$ cat src/rtl/keypad_scanner_pkg.sv
// Shared constants for the keypad scanner: FSM encoding, column dwell and key code width.
package keypad_scanner_pkg;

  localparam logic [1:0] ST_SCAN     = 2'd0;
  localparam logic [1:0] ST_DEBOUNCE = 2'd1;
  localparam logic [1:0] ST_HELD     = 2'd2;
  localparam logic [1:0] ST_RELEASE  = 2'd3;

  localparam int unsigned DWELL_CYCLES = 4;
  localparam int unsigned KEY_CODE_W   = 4;

  // Index of the lowest-numbered active-low row; callers only use it when some row is low.
  function automatic logic [1:0] lowest_low(input logic [3:0] rows);
    logic [1:0] idx;
    casez (rows)
      4'b???0: idx = 2'd0;
      4'b??01: idx = 2'd1;
      4'b?011: idx = 2'd2;
      4'b0111: idx = 2'd3;
      default: idx = 2'd0;
    endcase
    return idx;
  endfunction

endpackage

$ cat src/rtl/keypad_scanner_row_sync.sv
// Two-flop synchronizer for the asynchronous, pulled-up row sense lines.
module row_sync #(
  parameter int unsigned WIDTH = 4
) (
  input  logic             clk,
  input  logic             rst_n,
  input  logic [WIDTH-1:0] d,
  output logic [WIDTH-1:0] q
);

  logic [WIDTH-1:0] meta_r;
  logic [WIDTH-1:0] sync_r;

  // Idle level is all-ones so a reset never looks like a pressed key.
  always_ff @(posedge clk or negedge rst_n) begin
    if (!rst_n) begin
      meta_r <= {WIDTH{1'b1}};
      sync_r <= {WIDTH{1'b1}};
    end else begin
      meta_r <= d;
      sync_r <= meta_r;
    end
  end

  assign q = sync_r;

endmodule

$ cat src/rtl/keypad_scanner.sv
// 4x4 keypad scanner: walks the columns, debounces one press and its release, no rollover.
module keypad_scanner
  import keypad_scanner_pkg::*;
#(
  parameter int unsigned DEBOUNCE_CYCLES = 4
) (
  input  logic                  div_clock,
  input  logic                  reset,
  input  logic [3:0]            row,
  output logic [3:0]            col,
  output logic [KEY_CODE_W-1:0] key_code,
  output logic                  key_valid,
  output logic                  key_held
);

  localparam logic [3:0] DB_LIMIT   = 4'(DEBOUNCE_CYCLES);
  localparam logic [1:0] DWELL_LAST = 2'(DWELL_CYCLES - 1);

  logic [3:0]            row_s;
  logic [1:0]            state_r, state_nxt_s;
  logic [1:0]            col_idx_r, col_idx_nxt_s;
  logic [1:0]            dwell_r, dwell_nxt_s;
  logic [1:0]            row_idx_r, row_idx_nxt_s;
  logic [3:0]            cnt_r, cnt_nxt_s, cnt_inc_s;
  logic [3:0]            col_r, col_nxt_s;
  logic [KEY_CODE_W-1:0] key_code_r, key_code_nxt_s;
  logic                  key_valid_r, key_valid_nxt_s;
  logic                  key_held_r, key_held_nxt_s;
  logic                  row_bit_s;

  row_sync #(.WIDTH(4)) u_row_sync (
    .clk   (div_clock),
    .rst_n (reset),
    .d     (row),
    .q     (row_s)
  );

  // Next-state logic for scanning, press debounce, hold and release debounce.
  always_comb begin
    state_nxt_s     = state_r;
    col_idx_nxt_s   = col_idx_r;
    dwell_nxt_s     = dwell_r;
    row_idx_nxt_s   = row_idx_r;
    cnt_nxt_s       = cnt_r;
    key_code_nxt_s  = key_code_r;
    key_valid_nxt_s = 1'b0;
    key_held_nxt_s  = key_held_r;
    row_bit_s       = row_s[row_idx_r];
    cnt_inc_s       = (cnt_r == 4'hF) ? cnt_r : cnt_r + 4'd1;

    case (state_r)
      ST_SCAN: begin
        if (dwell_r == DWELL_LAST) begin
          dwell_nxt_s = 2'd0;
          if (row_s != 4'hF) begin
            row_idx_nxt_s = lowest_low(row_s);
            cnt_nxt_s     = 4'd0;
            state_nxt_s   = ST_DEBOUNCE;
          end else begin
            col_idx_nxt_s = col_idx_r + 2'd1;
          end
        end else begin
          dwell_nxt_s = dwell_r + 2'd1;
        end
      end
      ST_DEBOUNCE: begin
        if (!row_bit_s) begin
          cnt_nxt_s = cnt_inc_s;
          if (cnt_inc_s == DB_LIMIT) begin
            key_code_nxt_s  = {row_idx_r, col_idx_r};
            key_valid_nxt_s = 1'b1;
            key_held_nxt_s  = 1'b1;
            state_nxt_s     = ST_HELD;
          end else begin
            state_nxt_s = ST_DEBOUNCE;
          end
        end else begin
          // Bounce during press: give up on this column and keep scanning.
          state_nxt_s   = ST_SCAN;
          col_idx_nxt_s = col_idx_r + 2'd1;
          dwell_nxt_s   = 2'd0;
        end
      end
      ST_HELD: begin
        if (row_bit_s) begin
          cnt_nxt_s   = 4'd0;
          state_nxt_s = ST_RELEASE;
        end else begin
          state_nxt_s = ST_HELD;
        end
      end
      ST_RELEASE: begin
        if (row_bit_s) begin
          cnt_nxt_s = cnt_inc_s;
          if (cnt_inc_s == DB_LIMIT) begin
            key_held_nxt_s = 1'b0;
            state_nxt_s    = ST_SCAN;
            col_idx_nxt_s  = 2'd0;
            dwell_nxt_s    = 2'd0;
          end else begin
            state_nxt_s = ST_RELEASE;
          end
        end else begin
          state_nxt_s = ST_HELD;
        end
      end
      default: begin
        state_nxt_s   = ST_SCAN;
        col_idx_nxt_s = 2'd0;
        dwell_nxt_s   = 2'd0;
        cnt_nxt_s     = 4'd0;
      end
    endcase

    col_nxt_s = ~(4'b0001 << col_idx_nxt_s);
  end

  // State and output registers.
  always_ff @(posedge div_clock or negedge reset) begin
    if (!reset) begin
      state_r     <= ST_SCAN;
      col_idx_r   <= 2'd0;
      dwell_r     <= 2'd0;
      row_idx_r   <= 2'd0;
      cnt_r       <= 4'd0;
      col_r       <= 4'b1110;
      key_code_r  <= {KEY_CODE_W{1'b0}};
      key_valid_r <= 1'b0;
      key_held_r  <= 1'b0;
    end else begin
      state_r     <= state_nxt_s;
      col_idx_r   <= col_idx_nxt_s;
      dwell_r     <= dwell_nxt_s;
      row_idx_r   <= row_idx_nxt_s;
      cnt_r       <= cnt_nxt_s;
      col_r       <= col_nxt_s;
      key_code_r  <= key_code_nxt_s;
      key_valid_r <= key_valid_nxt_s;
      key_held_r  <= key_held_nxt_s;
    end
  end

  assign col       = col_r;
  assign key_code  = key_code_r;
  assign key_valid = key_valid_r;
  assign key_held  = key_held_r;

endmodule

$ cat config.mk
export PLATFORM = sky130hd
export DESIGN_NAME = keypad_scanner
export DESIGN_NICKNAME = d
export VERILOG_FILES = /design/src/rtl/keypad_scanner_pkg.sv /design/src/rtl/keypad_scanner_row_sync.sv /design/src/rtl/keypad_scanner.sv
export SDC_FILE = /design/constraint.sdc
export NUM_CORES = 1
export LEC_CHECK = 0
export ABC_AREA = 0
export ABC_CLOCK_PERIOD_IN_PS = 2200
export BUFFER_PORTS_ARGS = -buffer_cell sky130_fd_sc_hd__buf_2
export CORE_MARGIN = 5
export CORE_UTILIZATION = 47
export DETAILED_ROUTE_END_ITERATION = 8
export PLACE_DENSITY_LB_ADDON = 0.15
export SYNTH_ARGS = -nofsm -noshare
export SYNTH_HDL_FRONTEND = slang
export SYNTH_HIERARCHICAL = 1
export SYNTH_SLANG_ARGS = --single-unit
$ cat constraint.sdc
create_clock -name div_clock -period 2.2 [get_ports div_clock]
set_clock_uncertainty 0.15 [all_clocks]
set_input_delay 0.22 -clock div_clock [delete_from_list [all_inputs] [get_ports div_clock]]
set_output_delay 0.22 -clock div_clock [all_outputs]
set_load 0.01 [all_outputs]
# Word level (Yosys, flattened, before mapping)
# Cells that the tools add are included.
# W data, S select, Z words.
totals:
  reg_bits: 30
  in_bits: 6
  output_inout_bits: 10
  wordCells: 82
classes:
  add_sub_neg: 3
  n_lt_le_gt_ge: 1
  n_eq_ne: 18
  shifts: 1
  n_mux: 37
  bitwise: 2
  n_reduce_logical: 9
op_table:
  columns: ["operator", "count"]
  rows:
  - ["$mux W2", 15]
  - ["$mux W4", 6]
  - ["$pmux W2 S3", 3]
  - ["$ne A2 B2 Y1 const B", 8]
  - ["$pmux W4 S4", 1]
  - ["$reduce_and A5 Y1", 2]
  - ["$mux W1", 9]
  - ["$eq A4 B3 Y1 const B", 2]
  - ["$pmux W2 S4", 1]
  - ["$eq A2 B2 Y1 const B", 3]
  - ["$reduce_and A3 Y1", 2]
  - ["$add A2 B1 Y2 const B", 2]
  - ["$add A4 B1 Y4 const B", 1]
  - ["$eq A2 B1 Y1 const B", 2]
  - ["$eq A4 B4 Y1 const B", 1]
  - ["$ne A4 B4 Y1 const B", 1]
  - ["$not A4 Y4", 1]
  - ["$reduce_and A4 Y1", 1]
  - ["$shl A1 B2 Y4 const A", 1]
  - ["$eq A3 B2 Y1 const B", 1]
  - ["$lt A2 B3 Y1 const B", 1]
  - ["$reduce_bool A3 Y1", 1]
  - ["$bmux W1 S2", 1]
  - ["$logic_not A2 Y1", 1]
  - ["other kinds (4)", 4]

# Depth between registers and ports, before layout
# Gate-level depths: netlist (run 1).
logic_depth:
  word_depth: 8
  mapped_depth: 6
  mapped_depth_nobuf: 6

# Cells and area by module
# The synthesis (run 1) kept the hierarchy.
by_module_without_submodules:
  columns: ["mod", "n_inst", "cells_per_inst", "area_per_inst_um2", "seq_area_each_um2"]
  rows:
  - ["keypad_scanner", 1, 112, 1202.4, 554.3]
  - ["row_sync", 1, 8, 210.2, 210.2]

# Least setup slack after synthesis (run 1)
# No wires, ideal clock.
synth_path:
  kind: "register -> register"
  from: "register cnt_r[0]"
  to: "register col_idx_r[1]"
  setup_ps: 120
  t_arrival_ps: 2040
  t_required_ps: 1930
  slack_ps: -110
  stages_incl_launch_ff: 6
  path_buffers: 0
  period_less_slack_ps: 2310
  path_cell_list: "dfrtp_1 -> ha_1 -> or4b_4 -> a311oi_4 -> nand2_1 -> a31o_2"
synth_via:
  elab_chain_len: 6
  elab_cells_between_ends: 7
  cone_classes: "add/sub: 1; eq/ne: 2; mux: 4"
synth_rtl:
  columns: ["element", "line_no", "rtl"]
  rows:
  - ["from (decl)", "keypad_scanner.sv:24", "logic [3:0] cnt_r, cnt_nxt_s, cnt_inc_s;"]
  - ["from (signal assigned)", "keypad_scanner.sv:135", "cnt_r <= cnt_nxt_s;"]
  - ["$add A4 B1 Y4 / $eq A4 B4 Y1 (equally long branches)", "keypad_scanner.sv:49", "cnt_inc_s = (cnt_r == 4'hF) ? cnt_r : cnt_r + 4'd1;"]
  - ["$mux W4 *", "keypad_scanner.sv:49", null]
  - ["$eq A4 B3 Y1 *", "keypad_scanner.sv:95", "if (cnt_inc_s == DB_LIMIT) begin"]
  - ["$mux W2 *", "keypad_scanner.sv:95", null]
  - ["$mux W2 *", "keypad_scanner.sv:93", "if (row_bit_s) begin"]
  - ["$pmux W2 S3 *", "keypad_scanner.sv:51", "case (state_r)"]
  - ["net col_idx_nxt_s[1]", "keypad_scanner.sv:21", "logic [1:0] col_idx_r, col_idx_nxt_s;"]
  - ["to (signal assigned)", "keypad_scanner.sv:132", "col_idx_r <= col_idx_nxt_s;"]
  - ["to (decl)", "keypad_scanner.sv:21", null]
# The timed path passes the listed nets; every way through them passes the cells marked *.
# A chain may end at the register's enable or synchronous reset.

# Worst setup path in the final report (run 1)
layout_path:
  from: "register cnt_r[0]"
  to: "register key_held_r, in the netlist key_held"
layout_via:
  elab_chain_len: 5
  elab_cells_between_ends: 7
  cone_classes: "add/sub: 1; eq/ne: 4; mux: 1; reduce/logical: 1"
layout_rtl:
  columns: ["element", "line_no", "rtl"]
  rows:
  - ["$add A4 B1 Y4 / $eq A4 B4 Y1 (equally long branches)", "keypad_scanner.sv:49", null]
  - ["$mux W4 *", "keypad_scanner.sv:49", null]
  - ["$eq A4 B3 Y1 *", "keypad_scanner.sv:69, keypad_scanner.sv:95", null]
  - ["$ne A2 B2 Y1 (no source line)", null, null]
  - ["$reduce_and A5 Y1 (no source line) *", null, null]
  - ["to (signal assigned)", "keypad_scanner.sv:139", "key_held_r <= key_held_nxt_s;"]
  - ["to (decl)", "keypad_scanner.sv:28", "logic key_held_r, key_held_nxt_s;"]
# Mark *: on every way between the ends. The rest lies on a longest branch, timed or not.

==> results of run 1 <==
-- critical path, delay by kind of cell (launching register included) --
| family | cells | cell delay, ns |
|---|---|---|
| AND/OR/NAND/NOR | 3 | 0.87 |
| flip-flops | 1 | 0.39 |
| AO/OA/AOI/OAI | 1 | 0.24 |
| adder cells (fa/ha/maj) | 1 | 0.21 |
| buffers and inverters | 1 | 0.17 |
-- kinds of logic (layout without fill, tap and decap cells) --
kind of cell | after synthesis | in the layout
and+or+nand+nor | 36 | 36
AOI/OAI and AO/OA | 33 | 33
muxes | 10 | 10
DFF | 30 | 30
adders and majority gates | 2 | 2
buffers and inverters | 9 | 43
-- layer usage --
layer / up-vias / part of all wire [%] / global-route usage [%]
met1: 500 / 46 / 17.39
met4: 0 / 1.7 / 7.652
met2: 19 / 49 / 23.37
li1: 508 / - / -
met5: - / 0 / 0
met3: 5 / 4.0 / 4.663
-- cell usage in the layout (no fill, tap or decap), types with 2 or more instances in the layout --
master / instances
a31o_2: 2
o2bb2ai_1: 2
dfrtp_1: 19
mux2i_1: 3
inv_1: 7
buf_4: 7
nand2_1: 5
a31oi_1: 6
a21oi_1: 10
a22o_1: 2
nor3_1: 2
dfstp_2: 11
buf_2: 15
and3_1: 3
dlygate4sd3_1: 5
clkbuf_4: 5
nand2b_1: 4
nor2b_1: 2
mux2_2: 6
nor2_1: 5
-- state kept, by name (all words and copies together) (netlist names) --
signal / flops
cnt_r: 4
col: 4
key_code: 4
u_row_sync/meta_r: 4
u_row_sync/q: 4
col_idx_r: 2
dwell_r: 2
row_idx_r: 2
state_r: 2
key_held: 1
key_valid: 1
-- worst max path at each step --
stage	startpoint	to	slack (ns)	cells after the start
detailed placement	cnt_r[0]	key_code[3]	-0.02	5
floorplan	cnt_r[1]	key_held	0.004	5
global placement	cnt_r[0]	key_held	0.01	5
CTS	cnt_r[0]	key_held	0.007	6
global route	cnt_r[0]	key_held	0.02	6
finish	cnt_r[0]	key_held	0.07	6
-- repair_timing --
action | 4_1_cts | 5_1_grt
endpoints found under the setup margin | 6 | 10
pin swaps | 2 | 1
hold buffers | 5 | 0
endpoints found under the hold margin | 23 | 0
resized for setup | 1 | 2
gates cloned | 0 | 0
setup buffers | 1 | 0
-- per-stage QoR --
stage	hold WS (ns)	util, %	TNS, ns	std cells	instance area [sq um]
3_5_place_dp	0.1292	55.59	-0.03700	171	1573
3_3_place_gp	0.1219	55.59	0	171	1573
5_1_grt	0.2124	60.28	0	185	1705
2_1_floorplan	-0.2256	-	0	120	1418
6_report	0.2085	60.28	0	185	1705
4_1_cts	0.2104	60.02	0	185	1698
-- final cells by class --
class,count,share of cell area (%)
inverter,7,1.541
sequential,30,44.83
tap,31,2.274
clock inverter,2,0.7337
multi-input combinational,81,36.54
timing repair buffer,28,11.08
clock buffer,6,3.008
-- power breakdown --
part	switching, uW	internal [uW]
logic	368	370
registers	121	700
clock network	181	153
==> flow_summary.yaml, run 1 <==
yosys:
  yosys-top-cells-area: "dfrtp_1 34%, dfstp_2 20%, mux2_2 4.8%, a21oi_1 3.5%, a31oi_1 2.7%"
  ys_seq_area_share_pct: 54.12
  synth_flop_cell: "dfrtp_1"
  synth.most_common_cell: "dfrtp_1"
  syn_nets: 128
  synthXorXnorAreaFrac_pct: 0
  synth_top_area_share_pct: 33.66
  synthArstFlopShare_pct: 100.0
  muxShareOfSynthArea_pct: 8.503
  synth-edff-count: 0
  yosys.area_share.simple_pct: 15.77
  synthCells: 120
  synthTopCellsByCount: "19 x dfrtp_1, 11 x dfstp_2, 10 x a21oi_1"
  ys_warn_count: 6
  synth-seq-cells: 30
  syn-cell-area_sq_mm: 0.001413
  synth.avg_cell_area_sq_um: 11.77
  synthAdderAreaFrac_pct: 1.771
  yosys.area.top_type: "dfrtp_1"
  synth_top_family_by_area: "compound AO/OA/AOI/OAI gates"
  synth_compound_area_share_pct: 17.18
  synth_cell_type_count: 44
cells_and_area:
  diodes: 0
  syn2layout_area_growth_pct: 20.73
  regArea_sq_um: 764.5
  drive_above_1_share_pct: 39.61
  multi_input_area_sq_um: 623.1
  nets: 161
  n_fill_cell: 229
clocking:
  cts_tree: "built"
  cts_sinks: 30
  clock-root-buffer: "clkbuf_4"
  clk_pin_slew_worst_paths_ns: 0.09
  htreeDepth: 2
  clock_path_buffers: 2
  numCtsBuffers: 5
  clock_latency_ns: 0.32
worst_setup_path:
  r2r_slack_ns: 0.07
  arrival_ns: 2.18
  path_max_fanout: 6
  timing.rr.start: "cnt_r[0]"
  crit_path_start_kind: "register"
  required_ns: 2.25
  r2r_cells: 6
  cp_slowest_stage_delay_ns: 0.50
  r2r-end: "key_held"
  crit_path_top_delay_cell: "or4b_4"
  path_class: "register to register"
  end_kind: "register"
  crit_path_cell_trace: "ha_2 > or4b_4 > a311oi_4 > buf_6 > nor2_1 > or3_1"
die:
  rows: 19
  core_area_sq_mm: 0.002829
  die-width_um: 64.82
  die_y_um: 64.82
  initial_core_util_pct: 49.93
  dieArea_sq_mm: 0.004202
  io_pins: 16
sta:
  max-slew-margin-rel_pct: 57.97
  setup_ws_ns: 0.07304
  worst_slew_pin_slew_ns: 0.6304
  fin_crit_ns: 2.127
  drv_slew: 0
  fmax_ghz: 0.4702
  hold_viol_final: 0
  setup_viol: 0
  timing.final.crit_share_pct: 96.68
  rsz0062_at_grt: "false"
route:
  ant_nets: 0
  drt-vias-per-instance: 5.578
  num_vias: 1032
  wl_per_cell_um: 14.33
  route.detailed.drc: 0
  drtIter0Drc: 77
  first_pass_iters: 4
  routed_wl_um: 2651
place:
  io_buffers: 15
  gp_congestion: 0.9070
  dp_slack_ns: -0.01594
  dp_hpwl_um: 1915
global_route:
  grt_max_degree: 31
  grtUsageTotal_pct: 14.54
  gr-total-overflow: 0
  antenna_found_initial: 0
  grt_pass1_vias: 1031
  grt_pass1_wl_um: 4705
pwr:
  peakVddDrop_v: 0.0005401
  power_density_mw_per_mm2: 1110
  power_uw: 1893
  p_leak_uw: 0.0007866
worst_hold_path:
  hold_start: "u_row_sync/meta_r[1]"
  min_to: "u_row_sync/q[1]"
  hold_depth: 0
  hp-class: "register to register"
run_status:
  status: "completed"
flow_run:
  cap_violations: 0
(Power assumes the default switching activity.)
==> run 2: changes to the inputs <==
--- a/config.mk
+++ b/config.mk
@@ -6,7 +6,7 @@
 export NUM_CORES = 1
 export LEC_CHECK = 0
 export ABC_AREA = 0
-export ABC_CLOCK_PERIOD_IN_PS = 2200
+export ABC_CLOCK_PERIOD_IN_PS = 2650
 export BUFFER_PORTS_ARGS = -buffer_cell sky130_fd_sc_hd__buf_2
 export CORE_MARGIN = 5
 export CORE_UTILIZATION = 47
==> constraint.sdc (replaced) <==
create_clock -name div_clock -period 2.65 [get_ports div_clock]
set_clock_uncertainty 0.15 [all_clocks]
set_input_delay 0.265 -clock div_clock [delete_from_list [all_inputs] [get_ports div_clock]]
set_output_delay 0.265 -clock div_clock [all_outputs]
set_load 0.01 [all_outputs]
==> run 2 against run 1 <==
First-iteration DRC count increased by 1.3%. Combinational power down 27%. Largest power group unchanged. Maximum frequency is 16% lower. Sequential share of layout area rose by 0.57 points. Clock power grew 43%. Critical endpoint is now col_idx_r[1]. Die area stayed put. Global-route usage increased by 0.11 points. Count of clock-buffer cells in the layout did not move. Wire length is 1.1% higher. Hold slack better by 0.0020 ns. Cell count fell by 3.8%. Worst setup slack better by 0.042 ns.
==> flow_summary.yaml, run 2 (synthesis results as in run 1) <==
global_route:
  grtUsageTotal_pct: 14.65
  antenna_found_initial: 0
  gr-total-overflow: 0
  grt_max_degree: 31
  grt_pass1_vias: 987
  grt_pass1_wl_um: 4616
pwr:
  p_leak_uw: 0.0007687
  peakVddDrop_v: 0.0005584
  p_seq_share_pct: 41.2
  power_density_mw_per_mm2: 1024
  p_int_uw: 1168
  pwr-share-comb_pct: 31.1
  p_switching_uw: 557.7
  switching_share_pct: 32.33
  clkPwrFrac_pct: 27.7
cells_and_area:
  drive_above_1_share_pct: 34.69
  final_cell_mix: "19 x dfrtp_1, 15 x buf_2, 11 x dfstp_2"
  diodes: 0
  nets: 154
  final_common_cell: "dfrtp_1"
  syn2layout_area_growth_pct: 19.22
  n_fill_cell: 239
route:
  route.detailed.drc: 0
  wl_per_cell_um: 15.06
  num_vias: 1022
  ant_nets: 0
  routed_wl_um: 2681
  drtIter0Drc: 78
  drt-vias-per-instance: 5.742
  first_pass_iters: 4
worst_setup_path:
  crit_path_start_kind: "register"
  r2r-end: "col_idx_r[1]"
  cp_slowest_stage_delay_ns: 0.56
  arrival_ns: 2.60
  r2r_cells: 5
  crit_path_cell_trace: "ha_1 > or4b_4 > a311oi_4 > nand2_1 > a31o_2"
  crit_path_top_delay_cell: "or4b_4"
  timing.rr.start: "cnt_r[1]"
  end_kind: "register"
  path_max_fanout: 7
  cp_top_family: "simple AND/OR/NAND/NOR gates"
  required_ns: 2.72
  worstPathBufferInverterCount: 0
  critPathLaunch: "cnt_r[1]"
  r2r_slack_ns: 0.12
  path_class: "register to register"
die:
  dieArea_sq_mm: 0.004202
  die-width_um: 64.82
  rows: 19
  io_pins: 16
  die_y_um: 64.82
  core_area_sq_mm: 0.002829
  initial_core_util_pct: 49.93
sta:
  fmax_ghz: 0.3945
  fin_crit_ns: 2.535
  rsz0062_at_grt: "false"
  drv_slew: 0
  setup_viol: 0
  timing.final.crit_share_pct: 95.64
  max-slew-margin-rel_pct: 57.09
  worst_slew_pin_slew_ns: 0.6436
  setup_tns_ns: 0
  whs_ns: 0.2106
  hold_viol_final: 0
run_status:
  status: "completed"
clocking:
  cts_sinks: 30
  htreeDepth: 2
  clock_latency_ns: 0.34
  cts_tree: "built"
  numCtsBuffers: 5
  clock_path_buffers: 2
  ctsResizeCount: 0
  clock-root-buffer: "clkbuf_4"
  clk_pin_slew_worst_paths_ns: 0.11
worst_hold_path:
  min_to: "u_row_sync/q[3]"
  hold_depth: 0
  hp-class: "register to register"
  hold_start: "u_row_sync/meta_r[3]"
place:
  dp_hpwl_um: 1867
  gp_congestion: 0.8375
  io_buffers: 15
flow_run:
  cap_violations: 0
[run 2: how the worst max path moves through the flow]
| stage | endpoint | slack, ns | cells after the start |
|---|---|---|---|
| after floorplan | col_idx_r[1] | 0.34 | 5 |
| after global placement | col_idx_r[1] | 0.21 | 5 |
| after detailed placement | col_idx_r[1] | 0.17 | 5 |
| after CTS | col_idx_r[1] | 0.13 | 5 |
| after global routing | col_idx_r[1] | 0.03 | 5 |
| final | col_idx_r[1] | 0.12 | 5 |
[run 2: final cells by class]
type	instances	area, sq um	area share, %
Clock buffer	6	51.30	3.046
Clock inverter	2	60.06	3.566
Inverter	7	26.28	1.560
Multi-Input combinational cell	81	610.6	36.26
Sequential cell	30	764.5	45.39
Tap cell	31	38.79	2.303
Timing Repair Buffer	21	132.6	7.875
[run 2: through the flow]
| step | setup WS (ns) | total power, uW | instance area, sq um | cells | utilization (%) |
|---|---|---|---|---|---|
| floorplan | 0.3400 | 1104 | 1413 | 120 | - |
| global placement | 0.2098 | 1223 | 1523 | 165 | 53.83 |
| detailed placement | 0.1665 | 1254 | 1523 | 165 | 53.83 |
| CTS | 0.1308 | 1745 | 1684 | 178 | 59.53 |
| global route | 0.02920 | 1852 | 1684 | 178 | 59.53 |
| finish | 0.1155 | 1725 | 1684 | 178 | 59.53 |
[run 2: repair_timing]
item / 4_1_cts / 5_1_grt
buffers inserted: 0 / 0
setup endpoints to repair: 0 / 0
hold buffers: 5 / 0
endpoints found under the hold margin: 23 / 0
[run 2: power by group through the flow]
stage | logic, uW | clock network, uW | registers, uW
floorplan | 421 | 0 | 683
global route | 595 | 522 | 735
global placement | 515 | 0 | 709
CTS | 540 | 493 | 712
detailed placement | 532 | 0 | 722
finish | 536 | 479 | 711
[run 2: layer usage]
layer  GRT usage, %  vias to the layer above  wire length (um)
met5              0                        -                 0
met4          7.124                        0                46
met3          5.699                        5               116
met2          22.99                       28              1314
met1          17.61                      492              1203
li1               -                      497                 -
==> run 3: changes to the inputs <==
--- a/config.mk
+++ b/config.mk
@@ -8,6 +8,7 @@
 export ABC_AREA = 0
 export ABC_CLOCK_PERIOD_IN_PS = 2650
 export BUFFER_PORTS_ARGS = -buffer_cell sky130_fd_sc_hd__buf_2
+export CORE_ASPECT_RATIO = 0.7
 export CORE_MARGIN = 5
 export CORE_UTILIZATION = 47
 export DETAILED_ROUTE_END_ITERATION = 8
==> run 3 against run 2 <==
Combinational power shrank 0.7%. Sequential cell count is the same. Hold slack lost 0.0060 ns. Sequential power is essentially flat. Maximum frequency grew 1.4%. First-iteration DRC count shrank 68%. Cell count grew 2.8%. Die area grew 0.43%. Register-to-register slack gained 0.04 ns. Critical path depth is the same. Largest power group unchanged.
==> flow_summary.yaml, run 3 (synthesis results as in run 1) <==
die:
  dieArea_sq_mm: 0.004220
  die_y_um: 55.87
  core_area_sq_mm: 0.002843
  initial_core_util_pct: 49.69
  io_pins: 16
  rows: 16
  die-width_um: 75.53
clocking:
  numCtsBuffers: 5
  cts_tree: "built"
  ctsResizeCount: 0
  clock-root-buffer: "clkbuf_8"
  cts_sinks: 30
  clk_pin_slew_worst_paths_ns: 0.06
  clock_latency_ns: 0.28
  htreeDepth: 2
  clock_path_buffers: 2
sta:
  rsz0062_at_grt: "false"
  setup_viol: 0
  timing.final.crit_share_pct: 94.32
  hold_viol_final: 0
  max-slew-margin-rel_pct: 57.42
  fmax_ghz: 0.4001
  setup_ws_ns: 0.1505
  drv_slew: 0
  worst_slew_pin_slew_ns: 0.6388
  fin_crit_ns: 2.500
  setup_tns_ns: 0
global_route:
  globalRouteMet1Util_pct: 20.09
  use_met3_pct: 5.415
  busiest_layer: "met1"
  grt_max_degree: 31
  grtUsageTotal_pct: 14.19
  met2_usage_pct: 18.70
  antenna_found_initial: 0
  grt_pass1_vias: 949
  grt_pass1_wl_um: 4491
  gr-total-overflow: 0
worst_setup_path:
  crit_path_cell_trace: "ha_1 > or4b_4 > a311oi_4 > nand2_1 > a31o_2"
  crit_path_start_kind: "register"
  critPathCapture: "col_idx_r[1]"
  path_max_fanout: 7
  timing.rr.start: "cnt_r[0]"
  worstPathBufferInverterCount: 0
  crit_path_top_delay_cell: "or4b_4"
  critPathLaunch: "cnt_r[0]"
  cp_top_family: "simple AND/OR/NAND/NOR gates"
  cp.depth: 5
  end_kind: "register"
  r2r-end: "col_idx_r[1]"
  path_class: "register to register"
  cp_slowest_stage_delay_ns: 0.56
  r2r_cells: 5
  arrival_ns: 2.52
  required_ns: 2.67
  r2r_slack_ns: 0.15
route:
  route.detailed.drc: 0
  first_pass_iters: 4
  ant_nets: 0
  drtIter0Drc: 25
  wl_per_cell_um: 14.07
  routed_wl_um: 2574
  drt-vias-per-instance: 5.388
  num_vias: 986
cells_and_area:
  syn2layout_area_growth_pct: 18.25
  nets: 154
  n_fill_cell: 230
  drive_above_1_share_pct: 34.01
  diodes: 0
  final_common_cell: "dfrtp_1"
  final_cell_mix: "19 x dfrtp_1, 15 x buf_2, 11 x dfstp_2"
  utilization_pct: 58.76
  finalInstanceArea_sq_mm: 0.001670
  finalNonFillerCells: 183
place:
  dp_hpwl_um: 1821
  gp_congestion: 0.7188
  dpl.cell_count: 170
  placed_cell_area_sq_mm: 0.001529
  dp_slack_ns: 0.1671
  io_buffers: 15
flow_run:
  cap_violations: 0
pwr:
  power_density_mw_per_mm2: 963.7
  peakVddDrop_v: 0.0004382
  p_leak_uw: 0.0007585
worst_hold_path:
  hp-class: "register to register"
run_status:
  status: "completed"
==> run 3: changes by cell type in the layout (fill, tap and decap cells not counted), sizes merged <==
cell	previous run	this run
bufinv	2	0
clkbuf	6	7
clkinv	0	1
==> run 3: repair_timing <==
| action | CTS | global route |
|---|---|---|
| buffers inserted | 0 | 0 |
| hold buffers | 5 | 0 |
| hold endpoints to repair | 23 | 0 |
==> run 3: report_power, final <==
part / leakage, uW / total, uW / internal [uW] / switching [uW]
clock network: 0.0000482 / 367 / 209 / 158
logic: 0.000349 / 532 / 269 / 264
registers: 0.000361 / 710 / 582 / 128
total: 0.000758 / 1610 / 1060 / 550
==> run 3: worst min path at each step <==
stage,start,endpoint,slack [ns],cells past startpoint
after global placement,reset,row_idx_r[0],0.17,1
after global routing,u_row_sync/meta_r[1],u_row_sync/q[1],0.21,0
after CTS,u_row_sync/meta_r[1],u_row_sync/q[1],0.21,0
after detailed placement,reset,row_idx_r[0],0.18,1
after floorplan,reset,cnt_r[0],-0.18,0
final,u_row_sync/meta_r[1],u_row_sync/q[1],0.20,0
==> run 3: layout make-up <==
cell class / count / area (sq um) / area share [%]
repair buffers: 21 / 132.6 / 7.940
clock inverters: 1 / 5.005 / 0.2996
flip-flops and latches: 30 / 764.5 / 45.77
multi-input cells: 81 / 610.6 / 36.55
clock buffers: 7 / 86.33 / 5.169
well taps: 36 / 45.04 / 2.697
inverters: 7 / 26.28 / 1.573
==> run 3: through the flow <==
stage          power [uW]  hold WS [ns]
2_1_floorplan        1104       -0.1806
3_3_place_gp         1226        0.1734
3_5_place_dp         1248        0.1825
4_1_cts              1627        0.2057
5_1_grt              1728        0.2101
6_report             1610        0.2046
==> run 3: metal layers <==
layer | routed length, um | part of all wire, % | up-vias
li1 | - | - | 491
met1 | 1301 | 51 | 466
met2 | 1066 | 41 | 22
met3 | 160 | 6.2 | 7
met4 | 44 | 1.7 | 0
met5 | 0 | 0 | -
